[config.mk]
export PLATFORM = sky130hd
export DESIGN_NAME = fetch_queue
export DESIGN_NICKNAME = d
export VERILOG_FILES = /design/src/rtl/tortoise_pkg.sv /design/src/rtl/fetch_queue.sv
export SDC_FILE = /design/constraint.sdc
export NUM_CORES = 1
export LEC_CHECK = 0
export CORE_MARGIN = 4
export CORE_UTILIZATION = 36
export CTS_BUF_LIST = sky130_fd_sc_hd__clkbuf_16
export DETAILED_ROUTE_END_ITERATION = 12
export GPL_ROUTABILITY_DRIVEN = 0
export REMOVE_ABC_BUFFERS = 1
export SYNTH_ARGS = -nofsm -noshare
export SYNTH_HDL_FRONTEND = slang
export SYNTH_SLANG_ARGS = --single-unit
[constraint.sdc]
create_clock -name clk_i -period 16.75 [get_ports clk_i]
set_input_delay 2.5125 -clock clk_i [delete_from_list [all_inputs] [get_ports clk_i]]
set_output_delay 2.5125 -clock clk_i [all_outputs]
set_load 0.01 [all_outputs]
[src/rtl/tortoise_pkg.sv]
// tortoise_pkg: shared core types for the tortoise frontend (fetch entries, exceptions, predictions)
package tortoise_pkg;

    localparam int unsigned XLEN              = 32;
    localparam int unsigned FETCH_QUEUE_DEPTH = 4;

    typedef enum logic [4:0] {
        INSTR_ADDR_MISALIGNED = 5'd0,
        INSTR_ACCESS_FAULT    = 5'd1,
        ILLEGAL_INSTR         = 5'd2,
        BREAKPOINT            = 5'd3,
        INSTR_PAGE_FAULT      = 5'd12
    } exc_cause_e;

    typedef struct packed {
        logic            valid;
        exc_cause_e      cause;
        logic [XLEN-1:0] tval;
    } exception_t;

    typedef struct packed {
        logic            valid;
        logic            taken;
        logic [XLEN-1:0] target;
    } branch_predict_t;

    typedef struct packed {
        logic            valid;
        logic [XLEN-1:0] addr;
        logic [31:0]     instr;
        branch_predict_t predict;
        exception_t      ex;
    } fetch_entry_t;

endpackage

[src/rtl/fetch_queue.sv]
// fetch_queue: fetch-to-decode entry queue with flush and exception stall; FETCH_QUEUE_BYPASS_EN enables zero-latency bypass when empty
module fetch_queue
    import tortoise_pkg::*;
#(
    parameter int unsigned DEPTH = FETCH_QUEUE_DEPTH
) (
    input  logic                   clk_i,
    input  logic                   rst_ni,
    input  logic                   flush_i,
    input  logic                   fetch_valid_i,
    input  fetch_entry_t           fetch_entry_i,
    output logic                   fetch_ready_o,
    output fetch_entry_t           fetch_o,
    input  logic                   decode_ack_i,
    output logic [$clog2(DEPTH):0] count_o
);

    localparam int unsigned PTR_W = $clog2(DEPTH);
    localparam logic [PTR_W:0] FULL = (PTR_W + 1)'(DEPTH);

    fetch_entry_t     mem_q [DEPTH];
    logic [PTR_W-1:0] rd_ptr_q, rd_ptr_d;
    logic [PTR_W-1:0] wr_ptr_q, wr_ptr_d;
    logic [PTR_W:0]   count_q, count_d;
    logic             ex_pending_q, ex_pending_d;
    logic             empty, accept, enq, deq;

    assign empty         = count_q == '0;
    assign fetch_ready_o = (count_q != FULL) && !ex_pending_q && !flush_i;
    assign accept        = fetch_valid_i && fetch_ready_o;
    assign count_o       = count_q;

`ifdef FETCH_QUEUE_BYPASS_EN
    logic bypass;
    assign bypass = empty && !flush_i;
    // An empty queue forwards the frontend entry straight to decode; a same-cycle ack consumes it without storing it.
    always_comb begin
        fetch_o       = bypass ? fetch_entry_i : mem_q[rd_ptr_q];
        fetch_o.valid = bypass ? accept : (!empty && !flush_i);
    end
    assign enq = accept && !(bypass && decode_ack_i);
    assign deq = !bypass && fetch_o.valid && decode_ack_i;
`else
    // Head entry goes to decode; its valid bit is rebuilt from occupancy and masked by flush.
    always_comb begin
        fetch_o       = mem_q[rd_ptr_q];
        fetch_o.valid = !empty && !flush_i;
    end
    assign enq = accept;
    assign deq = fetch_o.valid && decode_ack_i;
`endif

    // Next-state: pointers and count follow enq/deq; a flush zeroes everything; a faulting entry latches the stall.
    always_comb begin
        rd_ptr_d     = flush_i ? '0 : rd_ptr_q + PTR_W'(deq);
        wr_ptr_d     = flush_i ? '0 : wr_ptr_q + PTR_W'(enq);
        count_d      = flush_i ? '0 : count_q + (PTR_W + 1)'(enq) - (PTR_W + 1)'(deq);
        ex_pending_d = !flush_i && (ex_pending_q || (accept && fetch_entry_i.ex.valid));
    end

    // Control state registers, cleared asynchronously.
    always_ff @(posedge clk_i or negedge rst_ni) begin
        if (!rst_ni) begin
            rd_ptr_q     <= '0;
            wr_ptr_q     <= '0;
            count_q      <= '0;
            ex_pending_q <= 1'b0;
        end else begin
            rd_ptr_q     <= rd_ptr_d;
            wr_ptr_q     <= wr_ptr_d;
            count_q      <= count_d;
            ex_pending_q <= ex_pending_d;
        end
    end

    // Entry storage needs no reset; occupancy alone decides what is visible.
    always_ff @(posedge clk_i) begin
        if (enq) mem_q[wr_ptr_q] <= fetch_entry_i;
    end

endmodule

### Word level (Yosys, flattened, before mapping)

Memory sizes are Yosys's and may differ from the RTL's.
Cells that the tools add are included.
W data, S select, Z words.

| operators by class | value |
|---|---|
| add/sub/neg operators | 4 |
| eq/ne operators | 1 |
| mux-type cells | 5 |
| reductions and logical operators | 12 |

Operators with widths:

| operator | count |
|---|---|
| $logic_and A1 B1 Y1 | 7 |
| $add A2 B1 Y2 | 2 |
| $mux W2 | 2 |
| $add A3 B1 Y3 | 1 |
| $logic_not A1 Y1 | 3 |
| $logic_not A3 Y1 | 1 |
| $mux W3 | 1 |
| $ne A3 B3 Y1 const B | 1 |
| $sub A3 B1 Y3 | 1 |
| $mux W1 | 2 |
| $logic_or A1 B1 Y1 | 1 |

| storage, ports and cells | value |
|---|---|
| register bits after elaboration | 8 |
| RAM bits | 548 |
| output and inout port bits | 141 |
| logic and storage cells | 27 |
| memories | 1 |

Memory list:

| memory | depth | width | rd ports | clocked after Yosys merged registers in | write ports | line | text |
|---|---|---|---|---|---|---|---|
| mem_q | 4 | 137 | 1 | 0 | 1 | fetch_queue.sv:21 | `fetch_entry_t mem_q [DEPTH];` |

### Logic depth before layout (Yosys ltp)

| logic depth | value |
|---|---|
| depth in word-level cells | 7 |
| mapped depth | 10 |
| mapped depth without buffers | 9 |

### Least setup slack after synthesis

No wires, ideal clock.

| timing path | value |
|---|---|
| kind | input port to flip-flop |
| from | input port flush_i |
| to | memory mem_q[1][0] (netlist name), enable pin |
| library setup time | 1.012 ns |
| data arrival time | 16.917 ns |
| setup slack | -1.179 ns |
| stages | 3 |
| path buffers | 1 |
| cell sequence | or3b_2 buf_2 nor4b_1 |

| on the way | value |
|---|---|
| longest elaborated chain between the ends | 5 |

Ends and longest elaborated chain:

| element | line | text |
|---|---|---|
| start: declaration | fetch_queue.sv:9 | `input logic flush_i,` |
| $logic_not A1 Y1 | fetch_queue.sv:29 | `assign fetch_ready_o = (count_q != FULL) && !ex_pending_q && !flush_i;` |
| $logic_and A1 B1 Y1 | fetch_queue.sv:29 |  |
| $logic_and A1 B1 Y1 | fetch_queue.sv:30 | `assign accept = fetch_valid_i && fetch_ready_o;` |
| $mux W1 | fetch_queue.sv:78 | `if (enq) mem_q[wr_ptr_q] <= fetch_entry_i;` |
| $mux W1 (implied by the code) | fetch_queue.sv:78 |  |
| end: declaration | fetch_queue.sv:21 |  |

Every way passes these cells.

==> impl_metrics.sql <==
INSERT INTO impl_metrics (metric_group, metric, value, unit) VALUES
('critical_path', 'worst_ep_required_time', '14.24', 'ns'),
('critical_path', 'critical_path.reg2reg.startpoint', 'ex_pending_q', ''),
('placement', 'place.detailed.hpwl', '23090', 'um'),
('pwr', 'p_per_area', '126.2', 'nW/um2'),
('finish', 'drive_gt1_frac', '0.2057', ''),
('die', 'initial_core_util', '0.3643', ''),
('timing', 'slew-limit-headroom', '0.3387', ''),
('detailed_routing', 'vias', '8960', ''),
('die', 'area_of_the_die', '59590', 'um2'),
('clocking', 'cts_root_buffer', 'sky130_fd_sc_hd__clkbuf_16', ''),
('global_routing', 'globalRouteTotalUtil', '0.1361', ''),
('global_routing', 'first_pass_grt_wire_length', '61380', 'um'),
('timing', 'fmaxAchievable', '152.8', 'MHz'),
('die', 'rows', '86', ''),
('placement', 'placed_cell_area', '23770', 'um2'),
('clocking', 'cts_max_path_buffers', '3', ''),
('timing', 'finalClockSkew', '0.01004', 'ns'),
('critical_path', 'path_max_fanout', '45', ''),
('global_routing', 'first_global_vias', '9761', ''),
('clocking', 'cts-htree-levels', '2', ''),
('critical_path', 'worst-r2r-setup-slack', '13.94', 'ns'),
('placement', 'place_worst_setup_slack', '10.25', 'ns'),
('synth', 'ys_warn_count', '0', ''),
('synth', 'synth.top_cell.area_share', '0.8140', ''),
('die', 'chipWidth', '244.1', 'um'),
('clocking', 'clock_insertion_delay_worst_skew', '0.59', 'ns'),
('die', 'floorplan.die.height', '244.1', 'um'),
('die', 'core_area', '55090', 'um2'),
('clocking', 'numCtsBuffers', '59', ''),
('clocking', 'tritoncts_num_sinks', '552', ''),
('synth', 'postSynthRegisterBits', '552', ''),
('timing', 'timing.final.crit_share', '0.3908', ''),
('global_routing', 'maximum_number_of_pins_on_one_net_before_global_route_repair', '137', ''),
('timing', 'final.min_clock_period', '6.545', 'ns'),
('synth', 'synthCells', '753', ''),
('critical_path', 'worst_setup_path_start_kind', 'register', ''),
('synth', 'synthDominantAreaCellType', 'sky130_fd_sc_hd__edfxtp_1', ''),
('detailed_routing', 'postRouteAntennaNets', '0', ''),
('timing', 'final-max-slew-violation-count', '0', ''),
('critical_path', 'worst_r2r_dst', 'mem_q[2][7]', ''),
('clocking', 'post_cts.resized_instances', '0', ''),
('synth', 'mappedNetlistArea', '20070', 'um2'),
('clocking', 'cts-hold-fix-buffers', '0', ''),
('critical_path', 'ff2ff_path_depth', '4', ''),
('critical_path', 'critPathLaunch', 'rd_ptr_q[0]', ''),
('detailed_routing', 'wl_per_cell', '21.71', 'um'),
('placement', 'portBuffers', '281', ''),
('synth', 'synth.top_cells.by_area', 'sky130_fd_sc_hd__edfxtp_1 (81%), sky130_fd_sc_hd__mux4_2 (15%), sky130_fd_sc_hd__dfrtp_1 (1.0%)', ''),
('timing', 'hold_ws', '0.5549', 'ns'),
('synth', 'synth_sequential_area_ratio', '0.8239', ''),
('detailed_routing', 'drt_wl_total', '40710', 'um'),
('finish', 'areaGrowthSynthToFinish', '27.28', '%'),
('finish', 'final_net_count', '1225', ''),
('detailed_routing', 'routed_via_density', '4.779', ''),
('global_routing', 'global_route.overflow_total', '0', ''),
('clocking', 'clk_pin_slew', '0.06', 'ns'),
('outcome', 'status', 'finished, final reports clean', ''),
('clocking', 'cts_post_setup_buffers_inserted', '0', ''),
('synth', 'post_synth_num_cell_types', '24', ''),
('critical_path', 'worst-endpoint-arrival', '4.03', 'ns'),
('detailed_routing', 'initialDrtViolationCount', '411', ''),
('hold_path', 'hold_class', 'reg2reg', ''),
('global_routing', 'antenna_found_initial', '6', ''),
('finish', 'layout.cells.most_common', 'sky130_fd_sc_hd__edfxtp_1', ''),
('detailed_routing', 'drt-pass1-iter-count', '4', ''),
('die', 'boundary_pin_count', '283', ''),
('pwr', 'vdd_drop_max', '0.09222', 'mV'),
('clocking', 'tritoncts_clock_tree', 'done', ''),
('timing', 'finalWorstSetupSlack', '10.20', 'ns'),
('timing', 'tightestPinTransition', '0.9920', 'ns'),
('flow_run', 'cap_violations', '0', ''),
('critical_path', 'critical_path_class', 'reg2out', ''),
('timing', 'final-hold-violation-count', '0', ''),
('detailed_routing', 'drt_drc_violations_left', '0', ''),
('critical_path', 'critPathCaptureType', 'output pin', ''),
('pwr', 'leakage_power', '7.975', 'nW'),
('finish', 'fin_area', '25540', 'um2'),
('finish', 'most-common-layout-cells', 'sky130_fd_sc_hd__edfxtp_1 (544), sky130_fd_sc_hd__clkdlybuf4s50_1 (281), sky130_fd_sc_hd__mux4_2 (136)', ''),
('critical_path', 'crit_path_end', 'fetch_o[99]', ''),
('timing', 'setup_viol', '0', ''),
('synth', 'synthesized_area_divided_by_synthesized_cell_count', '26.65', 'um2'),
('timing', 'rsz0062_at_grt', 'no', '');
[synth_stat cells (all sizes together)]
master / count
xnor3: 1
nor2: 6
nand2: 1
nor3: 3
nor4b: 2
inv: 3
dfrtp: 8
or3b: 1
nand3b: 1
clkbuf: 3
or2: 1
mux4: 136
edfxtp: 544
nor3b: 2
ha: 4
buf: 29
fa: 1
nor4: 1
o22ai: 1
xnor2: 2
nor2b: 3
[worst min-delay path by stage]
stage               cells past startpoint           end          from  slack [ns]
CTS                                     2  ex_pending_q  ex_pending_q        0.55
floorplan                               2  ex_pending_q  ex_pending_q        0.52
global placement                        2  ex_pending_q  ex_pending_q        0.54
detailed placement                      2  ex_pending_q  ex_pending_q        0.54
global route                            2  ex_pending_q  ex_pending_q        0.57
finish                                  2  ex_pending_q  ex_pending_q        0.55
[per-stage QoR]
step	TNS, ns	std cells	total power, mW	util
final	0	1875	3.225	0.4637
after global routing	0	1872	3.366	0.4635
after CTS	0	1871	3.286	0.4635
after detailed placement	0	1765	2.092	0.4315
after global placement	0	1765	2.088	0.4315
after floorplan	-334.60	721	1.884	-
[area by class of cell]
type	instances	area (um2)
Antenna cell	4	10.01
Clock buffer	61	1526
Clock inverter	45	237.7
Fill cell	4601	29550
Inverter	3	11.26
Multi-Input combinational cell	166	3329
Sequential cell	552	16540
Tap cell	748	935.9
Timing Repair Buffer	296	2950
[worst max-delay path: stages (launching register included)]
cell and delay (ns):
sky130_fd_sc_hd__dfrtp_4 0.69, sky130_fd_sc_hd__buf_4 0.64, sky130_fd_sc_hd__buf_4 0.89, sky130_fd_sc_hd__mux4_2 0.60, sky130_fd_sc_hd__clkdlybuf4s50_1 0.58
[flip-flops by register name, summed over array words and instances, names as in the netlist]
name / count
ex_pending_q: 1
rd_ptr_q: 2
wr_ptr_q: 2
mem_q: 544
count_o: 3
[metal layers]
metal / vias up / track usage / part of all wire
met3: 73 / 0.04342 / 0.072
met5: - / 0 / 0.0010
met2: 238 / 0.2215 / 0.49
met4: 6 / 0.04354 / 0.024
met1: 4714 / 0.1756 / 0.41
li1: 3929 / - / -
[logic make-up (layout without fill, tap and decap cells)]
| logic type | count (synthesis) | after routing | share of synthesized area |
|---|---|---|---|
| flops | 552 | 552 | 0.8239 |
| mux | 136 | 136 | 0.1526 |
| buf+inv | 35 | 405 | 0.01135 |
| simple gates | 21 | 21 | 0.006297 |
| fa+ha+maj | 5 | 5 | 0.003491 |
| xor+xnor | 3 | 3 | 0.001995 |
| compound gates | 1 | 1 | 0.0003119 |
| other cells | 0 | 4 | 0 |
[power breakdown]
part / internal, mW / switching (mW) / total, mW
combinational: 0.259 / 0.197 / 0.456
sequential: 1.57 / 0.0196 / 1.59
clock: 0.679 / 0.495 / 1.17
Power figures use the tool's default switching activity.
